==> config.mk <==
export PLATFORM = sky130hd
export DESIGN_NAME = spi_move_queue
export DESIGN_NICKNAME = d
export VERILOG_FILES = /design/src/rtl/tetris_pkg.sv /design/src/rtl/sync_fifo.sv /design/src/rtl/spi_move_queue.sv
export SDC_FILE = /design/constraint.sdc
export NUM_CORES = 1
export LEC_CHECK = 0
export BUFFER_PORTS_ARGS = -buffer_cell sky130_fd_sc_hd__buf_2
export CAP_MARGIN = 25
export CORE_MARGIN = 4
export CORE_UTILIZATION = 30
export DETAILED_ROUTE_END_ITERATION = 10
export SLEW_MARGIN = 10
export SYNTH_ARGS = -nofsm -noshare
export SYNTH_HDL_FRONTEND = slang
export SYNTH_SLANG_ARGS = --single-unit
==> constraint.sdc <==
create_clock -name clk -period 2.5 [get_ports clk]
set_input_delay 0.25 -clock clk [delete_from_list [all_inputs] [get_ports clk]]
set_output_delay 0.25 -clock clk [all_outputs]
set_load 0.005 [all_outputs]
==> src/rtl/tetris_pkg.sv <==
// Shared Tetris types and constants.
// Provides the move_t command encoding that is also used as the SPI opcode field.
// It also provides the default command header and the named opcode values.
package tetris_pkg;

    // Enumerators appear in SPI opcode order, so an accepted opcode casts directly to a move.
    typedef enum logic [2:0] {
        MOVE_NONE      = 3'd0,
        MOVE_LEFT      = 3'd1,
        MOVE_RIGHT     = 3'd2,
        MOVE_ROT_CW    = 3'd3,
        MOVE_ROT_CCW   = 3'd4,
        MOVE_SOFT_DROP = 3'd5,
        MOVE_HARD_DROP = 3'd6
    } move_t;

    localparam logic [3:0] CMD_HEADER_DEFAULT = 4'hA;

    localparam logic [2:0] OP_NONE      = 3'd0;
    localparam logic [2:0] OP_LEFT      = 3'd1;
    localparam logic [2:0] OP_RIGHT     = 3'd2;
    localparam logic [2:0] OP_ROT_CW    = 3'd3;
    localparam logic [2:0] OP_ROT_CCW   = 3'd4;
    localparam logic [2:0] OP_SOFT_DROP = 3'd5;
    localparam logic [2:0] OP_HARD_DROP = 3'd6;
    localparam logic [2:0] OP_RESERVED  = 3'd7;

endpackage

==> src/rtl/sync_fifo.sv <==
// Single-clock show-ahead FIFO.
// Ports:
//   clk, reset    : clock and asynchronous active-high reset. Reset clears the pointers and the count.
//   push, din     : write request and data. A write to a full FIFO is ignored unless a pop
//                   also succeeds in the same cycle.
//   pop           : read request. A pop on an empty FIFO is ignored.
//   dout          : head entry. It is only meaningful when empty is low.
//   count         : current occupancy, 0..DEPTH.
//   full, empty   : occupancy flags.
module sync_fifo #(
    parameter int unsigned WIDTH = 8,
    parameter int unsigned DEPTH = 4
) (
    input  logic                     clk,
    input  logic                     reset,
    input  logic                     push,
    input  logic                     pop,
    input  logic [WIDTH-1:0]         din,
    output logic [WIDTH-1:0]         dout,
    output logic [$clog2(DEPTH):0]   count,
    output logic                     full,
    output logic                     empty
);

    localparam int unsigned PtrW = $clog2(DEPTH);
    localparam logic [PtrW-1:0] PtrOne   = 1;
    localparam logic [PtrW:0]   CntOne   = 1;
    localparam logic [PtrW:0]   CntDepth = DEPTH;

    logic [PtrW-1:0] wr_ptr_q, wr_ptr_d;
    logic [PtrW-1:0] rd_ptr_q, rd_ptr_d;
    logic [PtrW:0]   count_q, count_d;
    logic [WIDTH-1:0] mem_q [DEPTH];
    logic do_push, do_pop;

    assign empty = (count_q == '0);
    assign full  = (count_q == CntDepth);
    assign count = count_q;
    assign dout  = mem_q[rd_ptr_q];

    // A pop that succeeds frees a slot in the same cycle, so a push into a full FIFO is still taken.
    assign do_pop  = pop && !empty;
    assign do_push = push && (!full || do_pop);

    always_comb begin
        wr_ptr_d = wr_ptr_q;
        rd_ptr_d = rd_ptr_q;
        count_d  = count_q;
        if (do_push) begin
            wr_ptr_d = wr_ptr_q + PtrOne;
        end
        if (do_pop) begin
            rd_ptr_d = rd_ptr_q + PtrOne;
        end
        if (do_push && !do_pop) begin
            count_d = count_q + CntOne;
        end else if (do_pop && !do_push) begin
            count_d = count_q - CntOne;
        end
    end

    always_ff @(posedge clk or posedge reset) begin
        if (reset) begin
            wr_ptr_q <= '0;
            rd_ptr_q <= '0;
            count_q  <= '0;
        end else begin
            wr_ptr_q <= wr_ptr_d;
            rd_ptr_q <= rd_ptr_d;
            count_q  <= count_d;
        end
    end

    // Storage has no reset. Entries outside the occupied window are don't-care.
    always_ff @(posedge clk) begin
        if (do_push) begin
            mem_q[wr_ptr_q] <= din;
        end
    end

endmodule

==> src/rtl/spi_move_queue.sv <==
// Command decoder and per-tick move queue between the SPI receiver and game_executioner.
// Ports:
//   clk, reset : system clock and asynchronous active-high reset.
//   byte_valid : one-cycle strobe marking that byte_data holds a complete SPI byte.
//   byte_data  : the received SPI byte, laid out as {header[3:0], ignored, opcode[2:0]}.
//   game_tick  : one-cycle strobe at each game step. Each tick releases at most one move.
//   move       : the current move. It holds its value until the next game_tick.
//   move_valid : one-cycle pulse when move was freshly popped from the queue.
//   count      : queue occupancy.
//   overflow   : sticky. Set when a valid move was dropped because the queue was full.
//   bad_cmd    : sticky. Set when a byte had a wrong header or the reserved opcode.
module spi_move_queue
    import tetris_pkg::*;
#(
    parameter int unsigned DEPTH      = 4,
    parameter logic [3:0]  CMD_HEADER = CMD_HEADER_DEFAULT
) (
    input  logic                     clk,
    input  logic                     reset,
    input  logic                     byte_valid,
    input  logic [7:0]               byte_data,
    input  logic                     game_tick,
    output move_t                    move,
    output logic                     move_valid,
    output logic [$clog2(DEPTH):0]   count,
    output logic                     overflow,
    output logic                     bad_cmd
);

    logic       header_ok;
    logic [2:0] opcode;
    logic       is_move;
    logic       is_bad;
    logic       push_req;
    logic       fifo_full;
    logic       fifo_empty;
    logic [2:0] fifo_dout;

    move_t move_q, move_d;
    logic  move_valid_q, move_valid_d;
    logic  overflow_q, overflow_d;
    logic  bad_cmd_q, bad_cmd_d;

    // Bit 3 of the byte is intentionally ignored.
    assign header_ok = (byte_data[7:4] == CMD_HEADER);
    assign opcode    = byte_data[2:0];
    // Opcode 0 with a good header is a keep-alive: it is neither queued nor flagged.
    assign is_move   = header_ok && (opcode != OP_NONE) && (opcode != OP_RESERVED);
    assign is_bad    = !header_ok || (opcode == OP_RESERVED);
    assign push_req  = byte_valid && is_move;

    sync_fifo #(
        .WIDTH (3),
        .DEPTH (DEPTH)
    ) u_fifo (
        .clk   (clk),
        .reset (reset),
        .push  (push_req),
        .pop   (game_tick),
        .din   (opcode),
        .dout  (fifo_dout),
        .count (count),
        .full  (fifo_full),
        .empty (fifo_empty)
    );

    always_comb begin
        move_d       = move_q;
        move_valid_d = 1'b0;
        overflow_d   = overflow_q;
        bad_cmd_d    = bad_cmd_q;

        // The pop sees the occupancy from before this cycle's push, so an entry pushed
        // into an empty queue is never bypassed to the output.
        if (game_tick) begin
            if (fifo_empty) begin
                move_d = MOVE_NONE;
            end else begin
                move_d       = move_t'(fifo_dout);
                move_valid_d = 1'b1;
            end
        end

        // A full queue is never empty, so a coincident tick always frees a slot.
        if (push_req && fifo_full && !game_tick) begin
            overflow_d = 1'b1;
        end

        if (byte_valid && is_bad) begin
            bad_cmd_d = 1'b1;
        end
    end

    always_ff @(posedge clk or posedge reset) begin
        if (reset) begin
            move_q       <= MOVE_NONE;
            move_valid_q <= 1'b0;
            overflow_q   <= 1'b0;
            bad_cmd_q    <= 1'b0;
        end else begin
            move_q       <= move_d;
            move_valid_q <= move_valid_d;
            overflow_q   <= overflow_d;
            bad_cmd_q    <= bad_cmd_d;
        end
    end

    assign move       = move_q;
    assign move_valid = move_valid_q;
    assign overflow   = overflow_q;
    assign bad_cmd    = bad_cmd_q;

endmodule

==> results.toml <==
[outcome]
status = "complete, but fails checks"
violations = "negative hold slack"

[clock_tree]
cts-buffers-inserted = 3
cts_buffer_depth = 2
insertion_delay_ps = 270
root_buffer = "clkbuf_8"
cts.sinks = 25
holdBufCountCts = 0
clk_pin_slew_worst_paths_ps = 90
post_cts_resized = 0
cts_setup_buffers = 0
h-tree-depth = 1
cts_tree = "done"

[sta]
hold_ws_ps = -15.2
worst_slew_pin_slew_ps = 500
setup_viol = 0
fin_crit_sh_pct = 90.9
skew_ps = 7.09
rsz0062_at_grt = "no"
max_freq_mhz = 440
fin_tns_setup_ps = 0
final_hold_viol_count = 13
slew-limit-headroom_pct = 66.7
drv_slew = 0
period_needed_ps = 2270

[floorplan]
die_height_microns = 69.2
initial_core_util_pct = 32.4
coreArea_sq_mm = 0.00347
die_w_microns = 69.2
pin_count = 21
core.rowCount = 21
die_area_sq_mm = 0.00479

[global_routing]
grt_remaining_overflow = 0
grt_pass1_wl_mm = 3.25
antenna_found_initial = 0
grt_use_total_pct = 8.81
grt_pass1_vias = 679
grt_max_degree = 16

[synthesis]
synth_cell_types = 24
synth_top_area_share_pct = 32.1
synth_area_per_cell_sq_um = 15.4
synth_fp_nets = 91
ys_seq_area_share_pct = 61.0
ys_top_cells_by_area = "edfxtp_1, dfrtp_1, mux4_2"
ys_ff_latch = 25
synth_top_cell_by_area = "edfxtp_1"
netlist_area_sq_mm = 0.00112
yosysWarnings = 0
postSynthCellCount = 73

[layout]
fill_cells = 336
drive_above_1_share_pct = 39.6
final_nets = 115
diodes = 0
final_common_cell = "buf_2"
utilization_pct = 38.3
area_delta_synth_final_pct = 18.2
stdcell_count = 142
final_cell_mix = "buf_2, dfrtp_1, edfxtp_1"

[power_and_ir_drop]
irDropWorstVdd_v = 0.000306
cellLeakagePower_nw = 0.550
power_density_mw_per_mm2 = 910

[place]
place_inst = 138
gp_congestion = 0.702
dp_hpwl_mm = 1.43
portBuffers = 19

[routing]
antenna_left = 0
viasPerCell = 4.36
wl_per_cell_microns = 12.6
drt_pass1_iterations = 2
drc = 0
vias = 619
drt-initial-drc-count = 20
wl_mm = 1.79

[critical_path]
critPathLaunchType = "flop"
rrSetupSlack_ps = 230
setup.worst_path.end_class = "flop"
cp_data_required_time_ps = 2700
critPathMaxFanout = 7
r2r_end = "u_fifo.count[2]"
criticalPathCategory = "reg -> reg"
critPathArrivalTime_ps = 2470
reg2reg_depth = 8
r2r-start = "u_fifo.count[2]"

[hold_path]
hold_class = "in -> async"

[job]
cap_violations = 0
==> cell families (layout without fill, tap and decap cells) <==
family	after synthesis	in the layout	synth area share [%]
and+or+nand+nor	15	15	11.7
DFF	25	25	61.0
AOI/OAI and AO/OA	7	7	3.79
muxes	5	5	8.35
adders and majority gates	6	6	7.35
buffers and inverters	9	32	3.12
xor gates and xnor gates	6	6	4.68
==> stage by stage <==
stage | hold WS, ps | total power, mW | setup WS, ps | area (sq um)
after global placement | 294 | 0.967 | 230 | 1280
final | -15.2 | 1.21 | 228 | 1330
after global routing | 23.6 | 1.31 | 49.4 | 1330
after floorplan | 127 | 0.859 | 372 | 1120
after CTS | 3.64 | 1.23 | 158 | 1330
after detailed placement | 303 | 0.985 | 184 | 1280
==> cell type report <==
class                           instances  area [sq um]  share of cell area [%]
Sequential cell                        25           686                    51.6
Clock inverter                          1          7.51                   0.566
Clock buffer                            3          41.3                    3.11
Multi-Input combinational cell         39           403                    30.3
Timing Repair Buffer                   20           103                    7.73
Tap cell                               46          57.6                    4.34
Inverter                                8          30.0                    2.26
==> flip-flops by register name, summed over array words and instances (netlist names) <==
signal / cells
u_fifo.mem_q: 12
move: 3
u_fifo.count: 3
u_fifo.rd_ptr_q: 2
u_fifo.wr_ptr_q: 2
bad_cmd: 1
move_valid: 1
overflow: 1
==> per-layer routing <==
layer | up-vias | global-route usage, % | share of wire, %
met5 | - | 0 | 0
met4 | 0 | 3.90 | 2.0
met3 | 6 | 4.20 | 6.7
met2 | 17 | 13.6 | 48
met1 | 296 | 10.4 | 43
li1 | 300 | - | -
==> cell usage after synthesis <==
master,count
a21o_1,1
o31ai_1,2
and2_2,4
buf_2,1
mux2_2,1
nor4b_2,1
nor2_1,1
ha_1,5
nand2_1,4
dfrtp_1,13
mux4_2,3
o21ai_0,4
inv_1,7
inv_2,1
nand2b_1,1
and3_2,1
xnor2_1,4
nor4_4,1
mux2_4,1
nand4bb_4,1
fa_1,1
edfxtp_1,12
nor3_1,1
xor2_1,2
==> critical path, stage by stage (launching register included) <==
cell	delay, ps
dfrtp_1	420
nor4b_2	200
nor4_4	430
ha_1	270
inv_1	60
fa_1	370
xor2_1	170
nor2_1	130
xor2_1	150
==> power by group <==
group / internal [mW] / switching, mW
registers: 0.525 / 0.101
clock network: 0.113 / 0.129
logic: 0.200 / 0.141
total: 0.838 / 0.370
==> worst max-delay path by stage <==
stage / start / end / slack [ps] / cells after the start
floorplan: u_fifo.count[2] / u_fifo.count[2] / 370 / 8
global placement: u_fifo.count[2] / u_fifo.count[2] / 230 / 8
detailed placement: u_fifo.count[2] / u_fifo.count[2] / 180 / 8
CTS: u_fifo.count[2] / u_fifo.count[2] / 160 / 8
global route: u_fifo.count[0] / u_fifo.count[2] / 50 / 8
finish: u_fifo.count[2] / u_fifo.count[2] / 230 / 8
No activity file was read; power rests on OpenSTA's default activity.
